--- src/rtl/ccta_result_buf.sv ---
// rtl/ccta_result_buf.sv - CCTA result FIFO with optional running statistics.
// Optional stats (sum, sum_ovf, max_val) are built only when CCTA_RESULT_STATS_EN is defined.
module ccta_result_buf #(
    parameter int AW = 2
) (
    input  logic          clk,
    input  logic          rst,
    input  logic          flush,
    input  logic          in_valid,
    input  logic [4:0]    in_data,
    input  logic          in_tag,
    output logic          in_ready,
    output logic          out_valid,
    output logic [4:0]    out_data,
    output logic          out_tag,
    input  logic          out_ready,
    output logic [AW:0]   count,
    output logic [8:0]    sum,
    output logic          sum_ovf,
    output logic [4:0]    max_val
);

    localparam int          DEPTH    = 2 ** AW;
    localparam logic [AW:0] LP_ZERO  = '0;
    localparam logic [AW:0] LP_ONE   = {{AW{1'b0}}, 1'b1};
    localparam logic [AW:0] LP_DEPTH = {1'b1, {AW{1'b0}}};

    typedef enum logic [1:0] {
        ST_EMPTY  = 2'd0,
        ST_ACTIVE = 2'd1,
        ST_FULL   = 2'd2
    } state_t;

    state_t          r_state;
    logic [5:0]      r_mem [DEPTH];
    logic [AW-1:0]   r_wptr;
    logic [AW-1:0]   r_rptr;
    logic [AW:0]     r_count;
    logic [4:0]      r_out_data;
    logic            r_out_tag;

    logic            w_push;
    logic            w_pop;
    logic [AW-1:0]   w_rptr_nxt;
    logic [AW:0]     w_count_nxt;
    logic [5:0]      w_head_nxt;

    assign in_ready  = (r_state != ST_FULL) && !flush;
    assign out_valid = (r_state != ST_EMPTY);
    assign out_data  = r_out_data;
    assign out_tag   = r_out_tag;
    assign count     = r_count;

    assign w_push = in_valid && in_ready;
    assign w_pop  = out_valid && out_ready;

    // The head register is loaded with whatever word will be oldest after this edge;
    // a word written this edge is not yet in r_mem, so it is forwarded from the input.
    always_comb begin
        w_count_nxt = r_count;
        case ({w_push, w_pop})
            2'b10:   w_count_nxt = r_count + LP_ONE;
            2'b01:   w_count_nxt = r_count - LP_ONE;
            default: w_count_nxt = r_count;
        endcase
        w_rptr_nxt = w_pop ? r_rptr + 1'b1 : r_rptr;
        if (w_count_nxt == LP_ZERO)
            w_head_nxt = 6'd0;
        else if (w_push && (w_count_nxt == LP_ONE))
            w_head_nxt = {in_tag, in_data};
        else
            w_head_nxt = r_mem[w_rptr_nxt];
    end

    always_ff @(posedge clk) begin
        if (w_push)
            r_mem[r_wptr] <= {in_tag, in_data};
    end

    always_ff @(posedge clk) begin
        if (rst || flush) begin
            r_state    <= ST_EMPTY;
            r_wptr     <= '0;
            r_rptr     <= '0;
            r_count    <= '0;
            r_out_data <= '0;
            r_out_tag  <= 1'b0;
        end else begin
            if (w_push)
                r_wptr <= r_wptr + 1'b1;
            r_rptr                  <= w_rptr_nxt;
            r_count                 <= w_count_nxt;
            {r_out_tag, r_out_data} <= w_head_nxt;
            case (r_state)
                ST_EMPTY: begin
                    if (w_push)
                        r_state <= ST_ACTIVE;
                end
                ST_ACTIVE: begin
                    if (w_push && !w_pop && (w_count_nxt == LP_DEPTH))
                        r_state <= ST_FULL;
                    else if (w_pop && !w_push && (w_count_nxt == LP_ZERO))
                        r_state <= ST_EMPTY;
                end
                ST_FULL: begin
                    if (w_pop)
                        r_state <= ST_ACTIVE;
                end
                default: r_state <= ST_EMPTY;
            endcase
        end
    end

`ifdef CCTA_RESULT_STATS_EN
    logic [8:0] r_sum;
    logic       r_sum_ovf;
    logic [4:0] r_max;
    logic [9:0] w_sum_ext;

    assign w_sum_ext = {1'b0, r_sum} + {5'd0, in_data};

    always_ff @(posedge clk) begin
        if (rst || flush) begin
            r_sum     <= '0;
            r_sum_ovf <= 1'b0;
            r_max     <= '0;
        end else if (w_push) begin
            r_sum <= w_sum_ext[8:0];
            if (w_sum_ext[9])
                r_sum_ovf <= 1'b1;
            if (in_data > r_max)
                r_max <= in_data;
        end
    end

    assign sum     = r_sum;
    assign sum_ovf = r_sum_ovf;
    assign max_val = r_max;
`else
    assign sum     = 9'd0;
    assign sum_ovf = 1'b0;
    assign max_val = 5'd0;
`endif

endmodule
--- config.mk ---
export PLATFORM = sky130hd
export DESIGN_NAME = ccta_result_buf
export DESIGN_NICKNAME = d
export VERILOG_FILES = /design/src/rtl/ccta_result_buf.sv
export SDC_FILE = /design/constraint.sdc
export NUM_CORES = 1
export LEC_CHECK = 0
export CAP_MARGIN = 20
export CORE_AREA = 2 2 75 92
export DETAILED_ROUTE_END_ITERATION = 7
export DIE_AREA = 0 0 77 94
export GPL_TIMING_DRIVEN = 0
export SYNTH_ARGS = -nofsm -noshare
export SYNTH_HDL_FRONTEND = slang
export SYNTH_SLANG_ARGS = --single-unit
--- constraint.sdc ---
create_clock -name clk -period 5.94 [get_ports clk]
set_input_delay 0.594 -clock clk [delete_from_list [all_inputs] [get_ports clk]]
set_output_delay 0.594 -clock clk [all_outputs]
set_load 0.02 [all_outputs]
==> results.json <==
{
  "status": "complete, no violations",
  "io_buffers": 21,
  "rsz0062_at_grt": "false",
  "yosysWarnings": 0,
  "tns_ps": 0,
  "cts_root_buffer": "clkbuf_8",
  "synth_top_flop_cell": "edfxtp_1",
  "routed_wirelength_um": 3710,
  "vias": 1268,
  "clk_path_buf_depth": 2,
  "antenna_found_initial": 0,
  "irDropWorstVdd_v": 0.000130,
  "hpwlAfterDp_um": 2820,
  "synth_top_area_cell": "edfxtp_1",
  "worstPathRequired_ps": 6150,
  "die_w_um": 77,
  "cts_sinks": 39,
  "clock_latency_ps": 290,
  "worst_slew_pin_slew_ps": 975,
  "cts_resized": 0,
  "avgSynthCellArea_sq_um": 12.7,
  "finalHoldViolations": 0,
  "num-fill-cells": 618,
  "syn_area_sq_um": 2040,
  "num-nets-final": 220,
  "final_layout_size_suffix_gt1_share_pct": 20.7,
  "grt_max_degree": 15,
  "dp_slack_ps": 1620,
  "slew_viol_final": 0,
  "cp-end-kind": "flip-flop",
  "wl_per_cell_um": 12.9,
  "crit_type": "in -> reg",
  "yosysSeqAreaShare_pct": 50.2,
  "place.gp.congestion": 0.749,
  "grt_pass1_vias": 1288,
  "min_period_ps": 3980,
  "drt_iter0_drc": 65,
  "firstDrtPassIters": 4,
  "path_clk_slew_ps": 80,
  "fin_cells": 288,
  "drtAntennaViolNets": 0,
  "grt.total_usage_pct": 11.1,
  "hold_class": "reg -> reg",
  "cts-hold-fix-buffers": 0,
  "antenna_cells": 0,
  "cts-htree-levels": 2,
  "drv_cap": 0,
  "syn_inst": 160,
  "areaGrowthSynthToFinish_pct": 22.7,
  "drc_errors": 0,
  "initial_utilization_pct": 32.2,
  "yosysTopAreaCellShare_pct": 35.4,
  "arrival_ps": 4190,
  "timing.fmax_mhz": 251,
  "cts_tree": "yes",
  "rr_worst_depth": 11,
  "rows": 32,
  "grt_remaining_overflow": 0,
  "synth.most_common_cell": "edfxtp_1",
  "regArea_sq_um": 1020,
  "synth_cell_types": 37,
  "multi_input_area_sq_um": 872,
  "yosys-top-cells-count": "edfxtp_1 (24), buf_4 (15), dfxtp_1 (15)",
  "ioPinCount": 37,
  "dieArea_sq_um": 7240,
  "hold_path_depth": 2,
  "power_density_nw_per_um2": 218,
  "synth_area_leaders": "edfxtp_1 (35%), dfxtp_1 (15%), mux4_2 (13%)",
  "relSlewSlack_pct": 34.5,
  "fin_ws_ps": 1960,
  "grt_pass1_wl_um": 6190,
  "dp_cells": 280,
  "setup_violations": 0,
  "fin_crit_sh_pct": 67.0,
  "viasPerCell": 4.40,
  "critPathLaunchType": "input port",
  "power.leakage_nw": 0.871,
  "path_max_fanout": 8,
  "core_area_sq_um": 6330,
  "clock_skew_ps": 4.86,
  "postCtsSetupBuffers": 0,
  "die-height_um": 94,
  "cts_buffers": 5,
  "synth_edf_count": 24,
  "async_flop_share_pct": 0,
  "synth.ff_latch_count": 39
}
-- metrics by stage --
step | utilization (%) | hold slack [ps] | power [mW] | area, sq um
finish | 39.5 | 560 | 0.544 | 2500
global route | 39.5 | 598 | 0.568 | 2500
CTS | 39.5 | 565 | 0.550 | 2500
detailed placement | 38.0 | 552 | 0.368 | 2400
global placement | 38.0 | 539 | 0.367 | 2400
floorplan | - | 514 | 0.346 | 2090
-- state kept, by name, indices dropped and copies added (netlist names) --
signal and cells:
r_mem 24, out_data 5, count 3, r_rptr 2
r_state 2, r_wptr 2, out_tag 1
-- worst max-delay path, cell delays in order --
cell	delay (ps)
clkdlybuf4s50_1	490
nor3_1	830
inv_1	110
ha_1	260
inv_1	100
fa_1	170
or3b_1	350
a2111o_1	530
or3_1	350
clkbuf_2	170
a211oi_1	220
-- placed cells by master, fill, tap and decap left out, types with 3 or more instances in the layout --
cell,n
nor3_1,3
mux4_2,12
edfxtp_1,24
clkbuf_1,4
inv_1,9
mux2i_1,7
clkbuf_8,5
nand2_1,3
buf_4,15
xor2_1,3
dfxtp_1,15
conb_1,15
and2_1,4
ha_1,6
clkdlybuf4s50_1,21
o21a_1,3
a211oi_1,8
nor2_1,10
nor4_1,7
-- cell type report --
type	instances	share of cell area, %
plain buffers	24	6.31
clock inverters	3	0.952
clock buffers	5	2.76
well taps	85	4.26
repair buffers	21	8.42
multi-input cells	101	34.9
inverters	10	1.50
flip-flops and latches	39	40.9
-- metal layers --
metal	global-route usage (%)	wire length (um)	vias to the layer above
met4	5.80	87	0
met3	2.40	137	4
met2	19.7	1940	32
met1	12.5	1540	589
li1	-	-	643
met5	0	0	-
-- logic make-up after synthesis --
| kind of cell | count (synthesis) | share of synthesized area [%] |
|---|---|---|
| flops | 39 | 50.2 |
| simple gates | 35 | 9.22 |
| buf+inv | 34 | 9.59 |
| compound gates | 20 | 7.31 |
| mux | 19 | 16.7 |
| fa+ha+maj | 7 | 4.67 |
| xor+xnor | 5 | 2.15 |
| other cells | 1 | 0.184 |
-- final timing paths --
kind,start,to,slack [ps]
worst max-delay path,flush,out_tag,1960
worst min-delay path,r_wptr[1],r_wptr[1],560
worst max register to register,r_state[1],out_tag,2300
worst min register to register,r_wptr[1],r_wptr[1],560
-- where the power goes --
part | leakage (nW) | total, mW | internal, mW | switching [mW]
clock | 0.0408 | 0.182 | 0.0839 | 0.0982
combinational | 0.491 | 0.0669 | 0.0311 | 0.0357
sequential | 0.340 | 0.295 | 0.292 | 0.00265
No activity file was read; power rests on OpenSTA's default activity.
